[src/rtl/sgd_host_wr_arbiter.sv]
// Round-robin arbiter sharing the host-memory write channel between NUM_REQ producers.
// Define SGD_WR_ARB_STATS_EN to add per-requester transfer counters and a sticky error flag.
module sgd_host_wr_arbiter #(
    parameter int NUM_REQ = 2,
    parameter int DATA_W  = 512,
    parameter int LEN_W   = 32
) (
    input  logic                      clk,
    input  logic                      rst_n,
    input  logic [NUM_REQ-1:0]        req_start,
    input  logic [NUM_REQ*64-1:0]     req_addr,
    input  logic [NUM_REQ*LEN_W-1:0]  req_length,
    input  logic [NUM_REQ*DATA_W-1:0] req_data,
    input  logic [NUM_REQ-1:0]        req_data_valid,
    output logic [NUM_REQ-1:0]        req_almost_full,
    output logic [NUM_REQ-1:0]        req_busy,
    output logic                      out_start,
    output logic [63:0]               out_addr,
    output logic [LEN_W-1:0]          out_length,
    output logic [DATA_W-1:0]         out_data,
    output logic                      out_data_valid,
    input  logic                      out_almost_full,
    output logic [2:0]                grant_id
`ifdef SGD_WR_ARB_STATS_EN
    ,
    output logic [NUM_REQ*32-1:0]     stat_xfers,
    output logic                      stat_err
`endif
);

    localparam int IDX_W  = $clog2(NUM_REQ);
    localparam int BEAT_W = LEN_W - 6;

    localparam logic [1:0] S_IDLE = 2'd0;
    localparam logic [1:0] S_CMD  = 2'd1;
    localparam logic [1:0] S_DATA = 2'd2;

    logic [1:0]        state_q, state_d;
    logic [IDX_W-1:0]  grant_q, grant_d;
    logic [IDX_W-1:0]  last_q, last_d;
    logic [BEAT_W-1:0] beats_q, beats_d;
    logic [NUM_REQ-1:0] pending_q, pending_d;
    logic [63:0]       addr_q [NUM_REQ];
    logic [LEN_W-1:0]  len_q  [NUM_REQ];
    logic [DATA_W-1:0] odata_q;
    logic              ovalid_q;

    logic [NUM_REQ-1:0] granted;
    logic [NUM_REQ-1:0] capture;
    logic              sel_valid;
    logic [DATA_W-1:0] sel_data;
    logic [63:0]       sel_addr;
    logic [LEN_W-1:0]  sel_len;
    logic              win_found;
    logic [IDX_W-1:0]  win;
    logic [LEN_W-1:0]  win_len;
    logic              beat_acc;
    logic              last_beat;

    always_comb begin
        granted   = '0;
        capture   = '0;
        req_busy  = '0;
        req_almost_full = '1;
        sel_valid = 1'b0;
        sel_data  = '0;
        sel_addr  = '0;
        sel_len   = '0;
        for (int unsigned i = 0; i < NUM_REQ; i++) begin
            granted[i]  = (state_q != S_IDLE) && (grant_q == IDX_W'(i));
            req_busy[i] = pending_q[i] | granted[i];
            capture[i]  = req_start[i] && (req_length[i*LEN_W +: LEN_W] != '0) && !req_busy[i];
            if (state_q == S_DATA && grant_q == IDX_W'(i)) begin
                req_almost_full[i] = out_almost_full;
            end
            if (grant_q == IDX_W'(i)) begin
                sel_valid = req_data_valid[i];
                sel_data  = req_data[i*DATA_W +: DATA_W];
                sel_addr  = addr_q[i];
                sel_len   = len_q[i];
            end
        end
    end

    // Round robin: first pending index above last, then wrap to the lowest index at or below it.
    always_comb begin
        win_found = 1'b0;
        win       = '0;
        win_len   = '0;
        for (int unsigned i = 0; i < NUM_REQ; i++) begin
            if (!win_found && pending_q[i] && IDX_W'(i) > last_q) begin
                win_found = 1'b1;
                win       = IDX_W'(i);
                win_len   = len_q[i];
            end
        end
        for (int unsigned i = 0; i < NUM_REQ; i++) begin
            if (!win_found && pending_q[i] && IDX_W'(i) <= last_q) begin
                win_found = 1'b1;
                win       = IDX_W'(i);
                win_len   = len_q[i];
            end
        end
    end

    assign beat_acc  = (state_q == S_DATA) && sel_valid;
    assign last_beat = beat_acc && (beats_q <= BEAT_W'(1));

    always_comb begin
        state_d   = state_q;
        grant_d   = grant_q;
        last_d    = last_q;
        beats_d   = beats_q;
        pending_d = pending_q | capture;
        case (state_q)
            S_IDLE: begin
                if (win_found) begin
                    grant_d = win;
                    beats_d = win_len[LEN_W-1:6];
                    pending_d[win] = 1'b0;
                    state_d = S_CMD;
                end
            end
            S_CMD: state_d = S_DATA;
            S_DATA: begin
                if (last_beat) begin
                    beats_d = '0;
                    last_d  = grant_q;
                    state_d = S_IDLE;
                end else if (beat_acc) begin
                    beats_d = beats_q - BEAT_W'(1);
                end
            end
            default: state_d = S_IDLE;
        endcase
    end

    always_ff @(posedge clk) begin
        if (!rst_n) begin
            state_q   <= S_IDLE;
            grant_q   <= '0;
            last_q    <= IDX_W'(NUM_REQ - 1);
            beats_q   <= '0;
            pending_q <= '0;
            odata_q   <= '0;
            ovalid_q  <= 1'b0;
            for (int unsigned i = 0; i < NUM_REQ; i++) begin
                addr_q[i] <= '0;
                len_q[i]  <= '0;
            end
        end else begin
            state_q   <= state_d;
            grant_q   <= grant_d;
            last_q    <= last_d;
            beats_q   <= beats_d;
            pending_q <= pending_d;
            odata_q   <= beat_acc ? sel_data : '0;
            ovalid_q  <= beat_acc;
            for (int unsigned i = 0; i < NUM_REQ; i++) begin
                if (capture[i]) begin
                    addr_q[i] <= req_addr[i*64 +: 64];
                    len_q[i]  <= req_length[i*LEN_W +: LEN_W];
                end
            end
        end
    end

    assign out_start      = (state_q == S_CMD);
    assign out_addr       = out_start ? sel_addr : '0;
    assign out_length     = out_start ? sel_len : '0;
    assign out_data       = odata_q;
    assign out_data_valid = ovalid_q;
    assign grant_id       = 3'(grant_q);

`ifdef SGD_WR_ARB_STATS_EN
    logic [31:0]  xfer_q [NUM_REQ];
    logic         err_q;
    logic         err_ev;

    assign err_ev = |(req_start & req_busy) | |(req_data_valid & ~granted);

    always_ff @(posedge clk) begin
        if (!rst_n) begin
            err_q <= 1'b0;
            for (int unsigned i = 0; i < NUM_REQ; i++) begin
                xfer_q[i] <= '0;
            end
        end else begin
            if (err_ev) begin
                err_q <= 1'b1;
            end
            for (int unsigned i = 0; i < NUM_REQ; i++) begin
                if (last_beat && grant_q == IDX_W'(i)) begin
                    xfer_q[i] <= xfer_q[i] + 32'd1;
                end
            end
        end
    end

    always_comb begin
        stat_xfers = '0;
        for (int unsigned i = 0; i < NUM_REQ; i++) begin
            stat_xfers[i*32 +: 32] = xfer_q[i];
        end
    end
    assign stat_err = err_q;
`endif

endmodule

[config.mk]
export PLATFORM = sky130hd
export DESIGN_NAME = sgd_host_wr_arbiter
export DESIGN_NICKNAME = d
export VERILOG_FILES = /design/src/rtl/sgd_host_wr_arbiter.sv
export SDC_FILE = /design/constraint.sdc
export NUM_CORES = 1
export LEC_CHECK = 0
export CORE_AREA = 10 10 708 710
export DETAILED_ROUTE_END_ITERATION = 10
export DIE_AREA = 0 0 718 720
export GPL_TIMING_DRIVEN = 0
export PLACE_DENSITY = 0.3
export SLEW_MARGIN = 10
export SYNTH_ARGS = -nofsm -noshare
export SYNTH_HDL_FRONTEND = slang
export SYNTH_SLANG_ARGS = --single-unit
export TNS_END_PERCENT = 50
[constraint.sdc]
create_clock -name clk -period 5.7 [get_ports clk]
set_clock_uncertainty 0.2 [all_clocks]
set_input_delay 1.425 -clock clk [delete_from_list [all_inputs] [get_ports clk]]
set_output_delay 1.425 -clock clk [all_outputs]
set_load 0.02 [all_outputs]
# Word-level counts from Yosys, hierarchy flattened
# Memories as Yosys holds them, arrays and structs flattened.
# Index checks and enable logic that the tools add are counted.
[classes]
add_sub_neg = 1
order_cmp = 7
eq_ne = 5
n_mux = 41
n_bitwise = 10
n_reduce_logical = 33
[op_table]
columns = ["cell", "n"]
rows = [
  ["$mux W512", 1],
  ["$mux W32", 8],
  ["$mux W64", 4],
  ["$mux W26", 3],
  ["$reduce_bool A32 Y1", 2],
  ["$pmux W26 S2", 1],
  ["$le A26 B1 Y1 const B", 1],
  ["$sub A26 B1 Y26 const B", 1],
  ["$logic_and A1 B1 Y1", 18],
  ["$mux W1", 18],
  ["$mux W2", 4],
  ["$reduce_and A2 Y1", 4],
  ["$or A1 B1 Y1", 6],
  ["$pmux W2 S3", 1],
  ["$logic_not A1 Y1", 5],
  ["$ne A2 B2 Y1 const B", 2],
  ["$reduce_bool A2 Y1", 2],
  ["$ne A3 B3 Y1 const B", 1],
  ["$reduce_and A3 Y1", 1],
  ["$and A2 B2 Y2", 1],
  ["$eq A2 B1 Y1 const B", 1],
  ["$eq A2 B2 Y1 const B", 1],
  ["$gt A1 B1 Y1 const A", 2],
  ["$le A1 B1 Y1 const A", 2],
  ["other kinds (7)", 7],
]
[word_totals]
ff_bits = 545
ram_bits = 192
in_bits = 1223
output_inout_bits = 617
word_cells = 106
n_memories = 2
[mem_list]
columns = ["memory", "depth", "word_bits", "rd", "rd_ports_with_merged_regs", "wr", "line_no", "source"]
rows = [
  ["addr_q", 2, 64, 2, 0, 2, "43", "logic [63:0] addr_q [NUM_REQ];"],
  ["len_q", 2, 32, 2, 0, 2, "44", "logic [LEN_W-1:0] len_q [NUM_REQ];"],
]

# Depth between registers and ports, before layout
[depth]
depth_word = 23
ltp_mapped = 9
ltp_nobuf = 7

# Worst setup path before layout
# OpenSTA, ideal clock, no wires.
[synth_path]
kind = "input to register"
start = "input rst_n"
end = "memory addr_q[1][36] (netlist: addr_q[0][100]) (enable)"
arrival_time_ps = 3781
required_time_ps = 4599
setup_slack_ps = 818
path_stages = 4
path_buffers = 3
path_cell_list = "clkbuf_1 clkbuf_1 clkbuf_1 nand2_1"
[synth_rtl]
columns = ["item", "line_no", "source"]
rows = [
  ["start, declared", "9", "input logic rst_n,"],
  ["end, declared", "43", ""],
]

# Worst setup path after layout
[layout_path]
start = "register grant_q"
end = "output out_length[21]"
[layout_between]
elab_chain_len = 2
[layout_rtl]
columns = ["item", "line_no", "source"]
rows = [
  ["start, declared", "39", "logic [IDX_W-1:0] grant_q, grant_d;"],
  ["start signal, assigned", "153", "grant_q <= grant_d;"],
  ["$mux W32", "76", "if (grant_q == IDX_W'(i)) begin"],
  ["$mux W32", "170", "assign out_length = out_start ? sel_len : '0;"],
  ["end, declared", "19", "output logic [LEN_W-1:0] out_length,"],
]
# Every way passes these cells.

==> results_tabular.tex <==
\begin{tabular}{lr}
\hline
Metric & Value \\
\hline
\multicolumn{2}{l}{\textbf{Setup path}} \\
\quad Required time of the worst setup path & 4070 ps \\
\quad Worst Setup Start Kind & flip-flop \\
\quad Library cell appearing most often on the critical path & sky130\_fd\_sc\_hd\_\_clkbuf\_8 \\
\quad Biggest cell delay along the critical path & 750 ps \\
\quad Maximum net fanout on the critical path & 10 \\
\quad Sequence of cells on the critical path & buf\_6 -> clkbuf\_8 -> clkbuf\_8 -> buf\_2 -> mux2i\_1 -> nor2\_1 -> clkdlybuf4s50\_1 \\
\quad WP data arrival & 3840 ps \\
\quad Slowest CP cell & sky130\_fd\_sc\_hd\_\_clkdlybuf4s50\_1 \\
\quad Element type at the critical path end & output port \\
\quad Classification of the worst setup path & reg2out \\
\multicolumn{2}{l}{\textbf{Logic synthesis}} \\
\quad Number of synthesized flops with an enable pin & 192 \\
\quad Syn Std Cell Area & 0.0287 mm² \\
\quad Flip-flop cell with the highest count after synthesis & sky130\_fd\_sc\_hd\_\_dfxtp\_1 \\
\quad Most used standard cells in the synthesized netlist & sky130\_fd\_sc\_hd\_\_nor2\_1, sky130\_fd\_sc\_hd\_\_mux2i\_1, sky130\_fd\_sc\_hd\_\_dfxtp\_1 \\
\quad Number of instances in the synthesized netlist & 2,605 \\
\quad Sequential fraction of the synthesis area & 58.0\% \\
\quad Most frequently used cell type in the post-synthesis netlist & sky130\_fd\_sc\_hd\_\_nor2\_1 \\
\quad Distinct cell type count of the synthesized netlist & 66 \\
\quad Yosys reg bits & 737 \\
\quad Post-synthesis async set-or-reset flop share & 0\% \\
\quad Fraction of synthesized cell area taken by the top area cell type & 38.0\% \\
\quad Dominant cell type by area after synthesis & sky130\_fd\_sc\_hd\_\_dfxtp\_1 \\
\quad Top post-synthesis cells by area & sky130\_fd\_sc\_hd\_\_dfxtp\_1, sky130\_fd\_sc\_hd\_\_mux2i\_1, sky130\_fd\_sc\_hd\_\_edfxtp\_1 \\
\quad Synth warnings & 0 \\
\quad Synthesized area divided by synthesized cell count & 11.0 µm² \\
\multicolumn{2}{l}{\textbf{Floorplanning}} \\
\quad Initial Utilization & 5.89\% \\
\quad CORE AREA & 0.488 mm² \\
\quad Io pins & 1,840 \\
\quad Die area & 0.517 mm² \\
\quad DIE WIDTH & 718 µm \\
\quad Rows & 257 \\
\quad Die height & 720 µm \\
\multicolumn{2}{l}{\textbf{STA}} \\
\quad Rel. slew slack & -3.82\% \\
\quad Timing-limited maximum frequency & 183 MHz \\
\quad Count of endpoints failing setup in the final report & 0 \\
\quad Final setup slack of the worst path & 239 ps \\
\quad Post-layout minimum cycle time & 5460 ps \\
\quad RSZ-0062 raised after global routing & no \\
\quad Post-route fraction of the period consumed by the critical path & 95.8\% \\
\quad Max Slew Vio Count & 3 \\
\quad Fin. Hold Viols & 0 \\
\quad Worst hold slack across all endpoints & 333 ps \\
\quad Transition time at the pin with the least slew margin & 1510 ps \\
\multicolumn{2}{l}{\textbf{Cells and area}} \\
\quad Sequential cell area & 0.0167 mm² \\
\quad Final cell count without fillers & 11,200 \\
\quad Multi-input gate area in the final layout & 0.0115 mm² \\
\quad Area growth from synthesis to layout & 108\% \\
\quad Ratio of cells with drive above 1 in the final layout & 6.22\% \\
\quad Final Util & 12.2\% \\
\quad Fill cell count & 55,600 \\
\quad Final net count & 5,802 \\
\multicolumn{2}{l}{\textbf{Global routing}} \\
\quad Maximum number of pins on one net before global-route repair & 49 \\
\quad Overflow left after global routing & 0 \\
\quad Met3 usage in global routing & 7.57\% \\
\quad Global-route wire length before repair & 506 mm \\
\quad GRT Total Usage & 16.1\% \\
\quad Vias in the first global route & 31,100 \\
\quad Most congested layer reported by global routing & met2 \\
\quad Met1 routing resource usage after global routing & 16.9\% \\
\quad Met2 track utilization from global routing & 29.4\% \\
\quad Number of antenna violations at the first check in global routing & 437 \\
\multicolumn{2}{l}{\textbf{Clocking}} \\
\quad CTS sink cnt & 737 \\
\quad Count of hold-fix buffers inserted at cts & 0 \\
\quad Post-CTS setup-driven buffer insertion count & 0 \\
\quad Post-CTS sizing & 28 \\
\quad Clock Tree Buf Depth & 4 \\
\quad Number of H-tree levels & 3 \\
\quad Root Driver & sky130\_fd\_sc\_hd\_\_clkbuf\_16 \\
\quad Worst-skew pair later-pin latency & 860 ps \\
\quad Clock tree from TritonCTS & yes \\
\quad Number of buffers added by the clock tree synthesis step & 111 \\
\quad Clock slew at reported path FFs & 60 ps \\
\multicolumn{2}{l}{\textbf{Placed design}} \\
\quad Placed cell count & 10,900 \\
\quad Placement Setup Slack & -658 ps \\
\quad DP HPWL & 399 mm \\
\quad Number of port buffers & 1,836 \\
\quad Final GP Congestion & 0.915 \\
\multicolumn{2}{l}{\textbf{Routing}} \\
\quad Number of DRC violations after detailed-routing iteration 0 & 1,921 \\
\quad Per-cell routed wire length & 38.7 µm \\
\quad DR pass1 iterations & 5 \\
\quad Post-DR vias/cell & 2.70 \\
\quad Count of vias placed by the detailed router & 30,300 \\
\quad Post-route ant nets & 0 \\
\quad Post-route DRC & 0 \\
\quad Total detailed-routing wirelength & 434 mm \\
\multicolumn{2}{l}{\textbf{Run status}} \\
\quad Violated checks & max-capacitance violations, max-slew violations \\
\quad Status & finished with violations \\
\multicolumn{2}{l}{\textbf{Worst hold path}} \\
\quad Type of the worst min-delay path & reg2reg \\
\multicolumn{2}{l}{\textbf{Power}} \\
\quad Leakage Power & 0.0197 µW \\
\quad Power per cell area & 320 mW/mm² \\
\quad Worst vdd ir & 0.000235 V \\
\multicolumn{2}{l}{\textbf{Flow run}} \\
\quad Max-Cap Viols & 2 \\
\hline
\end{tabular}
state kept, by name, indices dropped and copies added (netlist names):
signal / count
last_q: 1
addr_q: 128
out_data: 512
len_q: 64
state_q: 2
out_data_valid: 1
beats_q: 26
pending_q: 2
grant_q: 1
through the flow:
step,instance area [µm²],setup TNS [ps],power (µW)
floorplan,28700,0,8550
global placement,55200,-778580,12100
global route,59500,0,20000
detailed placement,55800,-6560,12200
finish,59700,0,19100
CTS,59500,0,19700
per-layer routing:
layer	wire [µm]	vias up
met5	1140	-
met1	156000	14400
li1	-	13000
met4	11000	174
met2	218000	1880
met3	46900	767
cell type report:
cell class | count | share of cell area (%)
antenna | 76 | 0.319
buffer | 181 | 1.30
clock buffer | 138 | 5.04
clock inverter | 59 | 1.10
inverter | 12 | 0.0755
multi-input combinational | 1675 | 19.2
sequential | 737 | 27.9
tap | 6475 | 13.6
timing repair buffer | 1859 | 31.4
kinds of logic (layout without fill, tap and decap cells):
kind of cell	Yosys count	after routing	share of synthesized area [%]
compound gates	112	112	2.89
fa+ha+maj	2	2	0.0871
buf+inv	194	2249	2.60
flops	737	737	58.0
mux	610	610	21.3
other cells	1	78	0.0131
simple gates	949	949	15.1
power by group:
group          total [µW]  switching [µW]  leakage, µW  internal, µW
logic                5930            3570       0.0115          2360
clock network        7210            3010      0.00178          4190
registers            5980             179      0.00646          5800
total               19100            6760       0.0197         12400
critical path: cells and delay by family (launching register included):
kind                   cells  cell delay, ps
AND/OR/NAND/NOR            1             320
buffers and inverters      5            2080
multiplexers               1             130
flip-flops                 1             350
worst paths after layout:
| path | slack, ps | start | to | depth (start not counted) |
|---|---|---|---|---|
| setup / recovery | 240 | grant_q$_SDFFE_PN0P_ | out_length[21] | 7 |
| hold / removal | 330 | last_q$_SDFFE_PN1P_ | last_q$_SDFFE_PN1P_ | 2 |
| setup reg to reg | 1060 | grant_q$_SDFFE_PN0P_ | out_data[305]$_SDFF_PN0_ | 8 |
| hold reg to reg | 330 | last_q$_SDFFE_PN1P_ | last_q$_SDFFE_PN1P_ | 2 |
layout by cell type (no fill, tap or decap), types with 9 or more instances in the layout:
master	count
sky130_fd_sc_hd__clkbuf_16	112
sky130_fd_sc_hd__mux2i_2	11
sky130_fd_sc_hd__buf_2	17
sky130_fd_sc_hd__nor3_1	15
sky130_fd_sc_hd__a21oi_1	19
sky130_fd_sc_hd__clkinv_2	17
sky130_fd_sc_hd__a22o_1	11
sky130_fd_sc_hd__nor2_1	632
sky130_fd_sc_hd__inv_1	12
sky130_fd_sc_hd__nor4_1	23
sky130_fd_sc_hd__bufinv_16	10
sky130_fd_sc_hd__clkbuf_8	13
sky130_fd_sc_hd__and2_1	193
sky130_fd_sc_hd__clkinvlp_4	11
sky130_fd_sc_hd__clkdlybuf4s50_1	1819
sky130_fd_sc_hd__diode_2	76
sky130_fd_sc_hd__dfxtp_1	545
sky130_fd_sc_hd__buf_12	12
sky130_fd_sc_hd__a32oi_1	9
sky130_fd_sc_hd__nand2_1	30
sky130_fd_sc_hd__clkbuf_2	23
sky130_fd_sc_hd__o21ai_0	11
sky130_fd_sc_hd__mux2i_1	591
sky130_fd_sc_hd__edfxtp_1	192
sky130_fd_sc_hd__clkbuf_1	152
sky130_fd_sc_hd__a22oi_1	11
No activity file was read; power rests on OpenSTA's default activity.
